## src/rtl/byte_word_packer_if.sv

```systemverilog
// byte_word_packer_if: byte-stream input and word-stream output of the packer.
interface byte_word_packer_if;
  logic [7:0]  byteIn;
  logic        byteIn_val;
  logic        byteIn_ready;
  logic [31:0] dataOut;
  logic        dataOut_val;
  logic        dataOut_ready;
  logic        dataOut_last;
  logic        lenError;
  logic [15:0] pktCount;
  modport master (
    output byteIn, byteIn_val, dataOut_ready,
    input  byteIn_ready, dataOut, dataOut_val, dataOut_last, lenError, pktCount
  );
  modport slave (
    input  byteIn, byteIn_val, dataOut_ready,
    output byteIn_ready, dataOut, dataOut_val, dataOut_last, lenError, pktCount
  );
endinterface

```

## src/rtl/byte_word_packer.sv

```systemverilog
// byte_word_packer: packs a length-delimited byte stream MSB-first into 32-bit words,
// flagging the final word of each packet and out-of-range length fields.
module byte_word_packer #(
  parameter int MAX_LEN = 44,
  parameter int MIN_LEN = 8
) (
  input logic clk,
  input logic reset_b,
  byte_word_packer_if.slave bus
);
  typedef enum logic [1:0] {LEN_HI, LEN_LO, BODY} state_t;
  state_t      state;
  logic [1:0]  lane;
  logic [31:0] assembly;
  logic [7:0]  lenHi;
  logic [15:0] bytesLeft;
  logic        outFree, finalByte, complete, accept, wordTaken, lenBad;
  logic [15:0] lenFull, lenClamp;
  logic [31:0] merged;
  assign outFree   = !bus.dataOut_val || bus.dataOut_ready;
  assign finalByte = state == BODY && bytesLeft == 16'd1;
  assign complete  = lane == 2'd3 || finalByte;
  // Held low during reset so nothing is accepted while the datapath is cleared.
  assign bus.byteIn_ready = reset_b && (!complete || outFree);
  assign accept    = bus.byteIn_val && bus.byteIn_ready;
  assign wordTaken = bus.dataOut_val && bus.dataOut_ready;
  assign lenFull   = {lenHi, bus.byteIn};
  assign lenBad    = lenFull < 16'(MIN_LEN) || lenFull > 16'(MAX_LEN);
  assign lenClamp  = lenFull < 16'(MIN_LEN) ? 16'(MIN_LEN) :
                     lenFull > 16'(MAX_LEN) ? 16'(MAX_LEN) : lenFull;
  // Lanes not yet written are zero, so OR-ing the byte into its lane also pads the tail.
  assign merged    = assembly | ({bus.byteIn, 24'd0} >> {lane, 3'b000});
  always_ff @(posedge clk or negedge reset_b) begin
    if (!reset_b) begin
      state            <= LEN_HI;
      lane             <= 2'd0;
      assembly         <= 32'd0;
      lenHi            <= 8'd0;
      bytesLeft        <= 16'd0;
      bus.dataOut      <= 32'd0;
      bus.dataOut_val  <= 1'b0;
      bus.dataOut_last <= 1'b0;
      bus.lenError     <= 1'b0;
      bus.pktCount     <= 16'd0;
    end else begin
      if (accept && complete) begin
        bus.dataOut      <= merged;
        bus.dataOut_val  <= 1'b1;
        bus.dataOut_last <= finalByte;
        assembly         <= 32'd0;
        lane             <= 2'd0;
      end else begin
        if (accept) begin
          assembly <= merged;
          lane     <= lane + 2'd1;
        end
        if (wordTaken) begin
          bus.dataOut_val  <= 1'b0;
          bus.dataOut_last <= 1'b0;
        end
      end
      if (accept) begin
        case (state)
          LEN_HI: begin
            lenHi <= bus.byteIn;
            state <= LEN_LO;
          end
          LEN_LO: begin
            bytesLeft <= lenClamp - 16'd2;
            state     <= BODY;
          end
          default: begin
            bytesLeft <= bytesLeft - 16'd1;
            state     <= finalByte ? LEN_HI : BODY;
          end
        endcase
      end
      // A new error flagged on the same edge as the previous packet's last word wins.
      if (accept && state == LEN_LO && lenBad)
        bus.lenError <= 1'b1;
      else if (wordTaken && bus.dataOut_last)
        bus.lenError <= 1'b0;
      if (wordTaken && bus.dataOut_last)
        bus.pktCount <= bus.pktCount + 16'd1;
    end
  end
endmodule
```

## src/flat_wrapper.sv

```systemverilog
// flat-port wrapper written by rule: the top's interface ports become plain ports
module byte_word_packer_flat 
#(
  parameter int MAX_LEN = 44,
  parameter int MIN_LEN = 8
)
  (clk, reset_b, bus_byteIn, bus_byteIn_val, bus_dataOut_ready, bus_byteIn_ready, bus_dataOut, bus_dataOut_val, bus_dataOut_last, bus_lenError, bus_pktCount);
  byte_word_packer_if bus_i ();
  input logic clk;
  input logic reset_b;
  input wire logic [$bits(bus_i.byteIn)-1:0] bus_byteIn;
  input wire logic [$bits(bus_i.byteIn_val)-1:0] bus_byteIn_val;
  input wire logic [$bits(bus_i.dataOut_ready)-1:0] bus_dataOut_ready;
  output wire logic [$bits(bus_i.byteIn_ready)-1:0] bus_byteIn_ready;
  output wire logic [$bits(bus_i.dataOut)-1:0] bus_dataOut;
  output wire logic [$bits(bus_i.dataOut_val)-1:0] bus_dataOut_val;
  output wire logic [$bits(bus_i.dataOut_last)-1:0] bus_dataOut_last;
  output wire logic [$bits(bus_i.lenError)-1:0] bus_lenError;
  output wire logic [$bits(bus_i.pktCount)-1:0] bus_pktCount;
  assign bus_i.byteIn = bus_byteIn;
  assign bus_i.byteIn_val = bus_byteIn_val;
  assign bus_i.dataOut_ready = bus_dataOut_ready;
  assign bus_byteIn_ready = bus_i.byteIn_ready;
  assign bus_dataOut = bus_i.dataOut;
  assign bus_dataOut_val = bus_i.dataOut_val;
  assign bus_dataOut_last = bus_i.dataOut_last;
  assign bus_lenError = bus_i.lenError;
  assign bus_pktCount = bus_i.pktCount;
  byte_word_packer #(.MAX_LEN(MAX_LEN), .MIN_LEN(MIN_LEN)) u_core (.clk(clk), .reset_b(reset_b), .bus(bus_i));
endmodule
```

## config.mk

```make
export PLATFORM = sky130hd
export DESIGN_NAME = byte_word_packer_flat
export DESIGN_NICKNAME = d
export VERILOG_FILES = /design/src/rtl/byte_word_packer_if.sv /design/src/rtl/byte_word_packer.sv /design/src/flat_wrapper.sv
export SDC_FILE = /design/constraint.sdc
export NUM_CORES = 1
export LEC_CHECK = 0
export ABC_CLOCK_PERIOD_IN_PS = 2800
export CAP_MARGIN = 20
export CORE_ASPECT_RATIO = 1.25
export CORE_MARGIN = 2
export CORE_UTILIZATION = 49
export CTS_BUF_LIST = sky130_fd_sc_hd__clkbuf_4 sky130_fd_sc_hd__clkbuf_8
export DETAILED_ROUTE_END_ITERATION = 10
export PLACE_DENSITY = 0.72
export SKIP_CTS_REPAIR_TIMING = 1
export SYNTH_ARGS = -nofsm -noshare
export SYNTH_HDL_FRONTEND = slang
export SYNTH_SLANG_ARGS = --single-unit
```

## constraint.sdc

```tcl
create_clock -name clk -period 2.8 [get_ports clk]
set_input_delay 0.7 -clock clk [delete_from_list [all_inputs] [get_ports clk]]
set_output_delay 0.7 -clock clk [all_outputs]
set_load 0.03 [all_outputs]
```

; After elaboration in Yosys (flattened, before gate mapping)
; Cells that the tools add are included.
[totals]
reg_bits = 111
in_bits = 12
out_inout_bits = 52
wordCells = 57
[classes]
add_sub_neg = 4
magnitude_cmp = 2
eq_ne = 4
n_shift = 1
muxes = 14
bitwise = 2
reduce_logical = 20
[op_table]
columns = op, n
row1 = 32-bit 2-to-1 mux, 2
row2 = 16-bit 2-to-1 mux, 2
row3 = 32-bit OR, 1
row4 = 16-bit case mux with 2 select lines, 1
row5 = 32-bit by 5-bit >> shifter with 32-bit output, 1
row6 = "16-bit by 1-bit adder with 16-bit output, second input constant", 1
row7 = "16-bit by 1-bit == test with 1-bit output, second input constant", 1
row8 = "16-bit by 6-bit > comparator with 1-bit output, second input constant", 1
row9 = "16-bit by 4-bit less-than comparator with 1-bit output, second input constant", 1
row10 = "16-bit by 1-bit subtractor with 16-bit output, second input constant", 1
row11 = "16-bit by 2-bit subtractor with 16-bit output, second input constant", 1
row12 = 1-bit logical AND, 8
row13 = 2-bit 2-to-1 mux, 3
row14 = 2-bit nonzero test, 3
row15 = 1-bit 2-to-1 mux, 5
row16 = "2-bit == test, second input constant", 2
row17 = 1-bit logical OR, 4
row18 = 2-bit case mux with 2 select lines, 1
row19 = 2-bit AND reduction, 2
row20 = "2-bit by 1-bit adder with 2-bit output, second input constant", 1
row21 = "2-bit by 1-bit == test with 1-bit output, second input constant", 1
row22 = 1-bit logical NOT, 2
row23 = 2-bit logical NOT, 1
row24 = 1-bit inverter, 1

; Depth between registers and ports, before layout
; Gate-level depths: netlist (run 1).
[depth]
depth_word = 10
mapped_depth = 10
depth_no_buf = 9

; Least setup slack after synthesis (run 1)
; Ideal clock, no wire load.
[synth_timing]
path_type = input to register
startpoint = input port bus_byteIn[6]
endpoint = register u_core.bytesLeft[5]
setup_time_ps = 87
t_arrival_ps = 2565
required_time_ps = 2713
path_slack_ps = 148
stages = 10
path_buffers = 1
path_cell_list = buf_2 or4_4 nor3_1 and2_1 nand2_1 ha_1 nand2_1 a21boi_0 a311o_1 a22oi_1
[synth_via]
elab_chain_cells = 5
word_cells_on_any_way = 6
classes_between = add/sub (1) / order compare (2) / mux (3)
[synth_rtl]
columns = element, line
row1 = "start, declared", flat_wrapper.sv:11  ; input wire logic [$bits(bus_i.byteIn)-1:0] bus_byteIn;
row2 = 16-bit by 6-bit > comparator with 1-bit output, byte_word_packer.sv:30  ; lenFull > 16'(MAX_LEN) ? 16'(MAX_LEN) : lenFull;
row3 = 16-bit 2-to-1 mux, byte_word_packer.sv:30
row4 = 16-bit 2-to-1 mux *, byte_word_packer.sv:29  ; assign lenClamp = lenFull < 16'(MIN_LEN) ? 16'(MIN_LEN) :
row5 = 16-bit by 2-bit subtractor with 16-bit output *, byte_word_packer.sv:69  ; bytesLeft <= lenClamp - 16'd2;
row6 = 16-bit case mux with 2 select lines *, byte_word_packer.sv:63  ; case (state)
row7 = "end signal, assigned", byte_word_packer.sv:69
row8 = "end signal, assigned", byte_word_packer.sv:73  ; bytesLeft <= bytesLeft - 16'd1;
row9 = "end, declared", byte_word_packer.sv:16  ; logic [15:0] bytesLeft;
; Every way passes the cells marked *; elsewhere a longest branch is shown, timed or not.
; A chain may end at the register's enable or synchronous reset.

; Final worst setup path (run 1)
[layout_timing]
startpoint = register u_core.bytesLeft[0]
endpoint = output port bus_byteIn_ready
[layout_via]
elab_chain_cells = 6
[layout_rtl]
columns = element, line
row1 = 16-bit by 1-bit == test with 1-bit output, byte_word_packer.sv:21  ; assign finalByte = state == BODY && bytesLeft == 16'd1;
row2 = 1-bit logical AND, byte_word_packer.sv:21
row3 = 1-bit logical OR, byte_word_packer.sv:22  ; assign complete = lane == 2'd3 || finalByte;
row4 = 1-bit logical NOT, byte_word_packer.sv:24  ; assign bus.byteIn_ready = reset_b && (!complete || outFree);
row5 = 1-bit logical OR, byte_word_packer.sv:24
row6 = 1-bit logical AND, byte_word_packer.sv:24
row7 = "end, declared", flat_wrapper.sv:14  ; output wire logic [$bits(bus_i.byteIn_ready)-1:0] bus_byteIn_ready;
; Every way passes these cells.

==> run summary, run 1 <==
=========================================================================================
Number of global-route vias before repair                                            4045
Iter 0 DRT Violations                                                                 212
Routability congestion estimate from global placement                              0.8584
Root buffer cell                                                             sky130_fd_sc_hd__clkbuf_8
Starting Density                                                                   50.06%
First-pass GRT wire length                                                       19510 um
Syn avg cell area                                                             10.13 sq um
Antenna violations before repair                                                        0
Clock insertion delay at the later pin of the skew report                         0.39 ns
Final setup fails                                                                       0
Status                                                                       finished, final reports clean
Compound-gate portion of the synthesized area                                      13.30%
Standard-cell rows                                                                     42
Cell count after synthesis                                                            522
Overall via count from detail_route                                                  4093
Routed length on met2                                                             5822 um
Adder-Cell Fraction of Synth Area                                                  1.183%
Net count of the mapped netlist                                                       539
Cts bufs inserted                                                                       9
Final layout net count                                                                608
Total overflow reported by the global router                                            0
Clock transition at path regs                                                     0.10 ns
Crit-path max FO                                                                        6
#FFs+latches synth                                                                    111
Residual DRC                                                                            0
Pin slew with the least headroom to its limit                                    1.025 ns
Top-Level Pins                                                                         64
Overall track demand over capacity in global routing                               20.56%
Hold Vio Cnt, Final                                                                     0
Max-cap violation count                                                                 0
Number of cells in the finished layout apart from fillers                             728
Number of instances in the placed design                                              709
Proportion of register bits with asynchronous set or reset after synthesis         100.0%
Hold Path Class                                                                  in2async
Layout Area Growth over Synthesis                                                  21.53%
Worst rel slew slack                                                               31.42%
Unrepaired setup endpoints after global routing                                      true
Aggregate routed wire length                                                     11620 um
First-pass DRT Iterations                                                               4
Wire per inst                                                                    15.96 um
Final period utilization                                                           97.82%
Die Footprint                                                                 11640 sq um
Largest net degree at the start of global routing                                      51
CTS sink count                                                                        111
# port buffers                                                                         63
Share of synthesized area spent on multiplexers                                    8.353%
TritonCTS clock tree                                                                  yes
Met1 Wirelength                                                                   5242 um
Startpoint Class                                                                 register
Final standard cell utilization of the core                                        60.84%
Post-Syn Area                                                                  5288 sq um
Synth Flop Type                                                              sky130_fd_sc_hd__dfrtp_1
Die X                                                                            96.91 um
Top sig layer                                                                        met4
Final period demand of the worst path                                            2.739 ns
Yosys warnings                                                                          0
Largest family of logic cells by synthesized area                            simple AND/OR/NAND/NOR gates
Ant. Diodes                                                                             0
Post-synthesis cell type count                                                         60
Setup crit end kind                                                           output port
Area leader, netlist                                                         sky130_fd_sc_hd__dfrtp_1
Worst clock skew                                                               0.01714 ns
WS Path Type                                                                      reg2out
Total negative setup slack                                                           0 ns
EDFF count, synth                                                                       0
Vertical die dimension                                                           120.1 um
Power per cell area                                                          942.6 nW/um^2
Share of the synthesized area in the top cell type                                 52.53%
Detailed placement HPWL                                                           7936 um
Core Area                                                                     10560 sq um
Met3 WL                                                                            341 um
Clock Tree Buf Depth                                                                    2
Synth Area in XOR/XNOR                                                             2.650%
Achievable clock frequency                                                      365.1 MHz
Layout cells sized above 1                                                         12.42%
Largest cells by area after synthesis                                        sky130_fd_sc_hd__dfrtp_1 (53%), sky130_fd_sc_hd__mux2i_1 (6.4%), sky130_fd_sc_hd__nor2_1 (3.9%)
Antenna-violating nets left                                                             0
IR drop worst, VDD                                                              0.3912 mV
Crit path arrival time                                                            2.04 ns
Data required time of the critical path                                           2.10 ns
Post-synthesis simple-gate area fraction                                           15.93%
Via count normalized by instance count                                              5.622
Number of pins with negative max-slew slack in the final report                         0
Sequential area share after synthesis                                              52.53%
Number of levels in the clock H-tree                                                    3
Cell leakage power                                                               2.781 nW
=========================================================================================
==> through the flow <==
step / setup WS [ns] / cell area, sq um / hold WS [ns] / power, W
finish: 0.06115 / 6426 / 0.1771 / 0.006057
global route: -0.08203 / 6426 / 0.1882 / 0.006434
global placement: -0.1886 / 6142 / 0.4633 / 0.004810
floorplan: 0.1481 / 5288 / 0.4044 / 0.004044
detailed placement: -0.2775 / 6142 / 0.4610 / 0.004907
CTS: 0.05415 / 6387 / 0.1717 / 0.006062
==> kinds of logic (layout without fill, tap and decap cells) <==
family                     Yosys count  after routing
and+or+nand+nor                    161            161
AOI/OAI and AO/OA                  112            112
DFF                                111            111
buffers and inverters               74            148
muxes                               43             43
xor gates and xnor gates            16             16
adders and majority gates            5              5
==> cell type report <==
type	count	area (sq um)
fillers	900	4136
flip-flops and latches	111	2778
multi-input cells	337	2207
repair buffers	92	880.8
well taps	132	165.2
inverters	40	150.1
clock buffers	11	138.9
clock inverters	5	106.4
==> state kept, by name, summed over array words and instances, names as in the netlist, 2 cells and up <==
register	flops
u_core.assembly	32
u_core.bus.dataOut	32
u_core.state	2
u_core.bus.pktCount	16
u_core.lane	2
u_core.bytesLeft	16
u_core.lenHi	8
==> cells in the mapped netlist, types with 10 or more instances <==
master                     instances
sky130_fd_sc_hd__nor2_1           55
sky130_fd_sc_hd__a21oi_1          38
sky130_fd_sc_hd__nand2_1          34
sky130_fd_sc_hd__inv_1            40
sky130_fd_sc_hd__mux2i_1          34
sky130_fd_sc_hd__buf_2            10
sky130_fd_sc_hd__dfrtp_1         111
sky130_fd_sc_hd__xnor2_1          10
sky130_fd_sc_hd__a31oi_1          32
sky130_fd_sc_hd__clkbuf_1         20
==> placed cells by master (no fill, tap or decap), drive strengths merged, types with 5 or more instances in the layout <==
cell type      instances
dfrtp                111
clkdlybuf4s50         61
nor2                  56
inv                   40
a21oi                 39
nand2                 34
mux2i                 34
a31oi                 32
buf                   31
o21ai                 11
clkbuf                11
xnor2                 10
nand3                  9
mux2                   9
nor3                   8
nand4                  7
nor2b                  7
o211ai                 6
xor2                   6
or3                    6
nor4                   6
and3                   5
ha                     5
==> path summary, 6_finish.rpt <==
| path | from | endpoint | slack [ns] | depth (start not counted) |
|---|---|---|---|---|
| worst max-delay path | u_core.bytesLeft[0] | bus_byteIn_ready | 0.06 | 7 |
| worst min-delay path | reset_b | u_core.bus.pktCount[6] | 0.18 | 1 |
| worst max register to register | u_core.lenHi[5] | u_core.bytesLeft[5] | 0.38 | 9 |
| worst min register to register | u_core.bus.pktCount[15] | u_core.bus.pktCount[15] | 0.47 | 1 |
| max in group asynchronous | reset_b | u_core.lenHi[4] | 1.10 | 3 |
| min in group clk | u_core.bus.pktCount[15] | u_core.bus.pktCount[15] | 0.47 | 1 |
==> metal layers <==
| metal | track usage, % | up-vias |
|---|---|---|
| li1 | - | 1955 |
| met1 | 27.45 | 2048 |
| met2 | 34.51 | 75 |
| met3 | 2.388 | 15 |
| met4 | 8.099 | 0 |
| met5 | 0 | - |
==> worst max-delay path, cell delays in order (launching register included) <==
cell	delay, ns
sky130_fd_sc_hd__dfrtp_1	0.45
sky130_fd_sc_hd__ha_1	0.19
sky130_fd_sc_hd__nor4b_4	0.18
sky130_fd_sc_hd__nand4_1	0.22
sky130_fd_sc_hd__nor2_2	0.19
sky130_fd_sc_hd__nor2_1	0.07
sky130_fd_sc_hd__o21a_1	0.23
sky130_fd_sc_hd__buf_12	0.14
==> where the power goes <==
group / internal [W] / switching, W / leakage [nW] / total [W]
logic: 0.000993 / 0.00130 / 1.36 / 0.00229
clock network: 0.000616 / 0.000546 / 0.121 / 0.00116
registers: 0.00219 / 0.000410 / 1.30 / 0.00260
Note: power is estimated with default switching activity, not from simulation.
==> run 2: changes to the inputs <==
--- a/config.mk
+++ b/config.mk
@@ -11,6 +11,7 @@
 export CORE_MARGIN = 2
 export CORE_UTILIZATION = 49
 export CTS_BUF_LIST = sky130_fd_sc_hd__clkbuf_4 sky130_fd_sc_hd__clkbuf_8
+export CTS_CLUSTER_DIAMETER = 40
 export DETAILED_ROUTE_END_ITERATION = 10
 export PLACE_DENSITY = 0.72
 export SKIP_CTS_REPAIR_TIMING = 1
==> results of run 2 <==
The final DEF is identical to that of run 1; final timing and power are the same.
==> run 3: changes to the inputs <==
--- a/config.mk
+++ b/config.mk
@@ -18,3 +18,4 @@
 export SYNTH_ARGS = -nofsm -noshare
 export SYNTH_HDL_FRONTEND = slang
 export SYNTH_SLANG_ARGS = --single-unit
+export TNS_END_PERCENT = 1
==> results of run 3 <==
The final DEF is identical to that of run 1; final timing and power are the same.
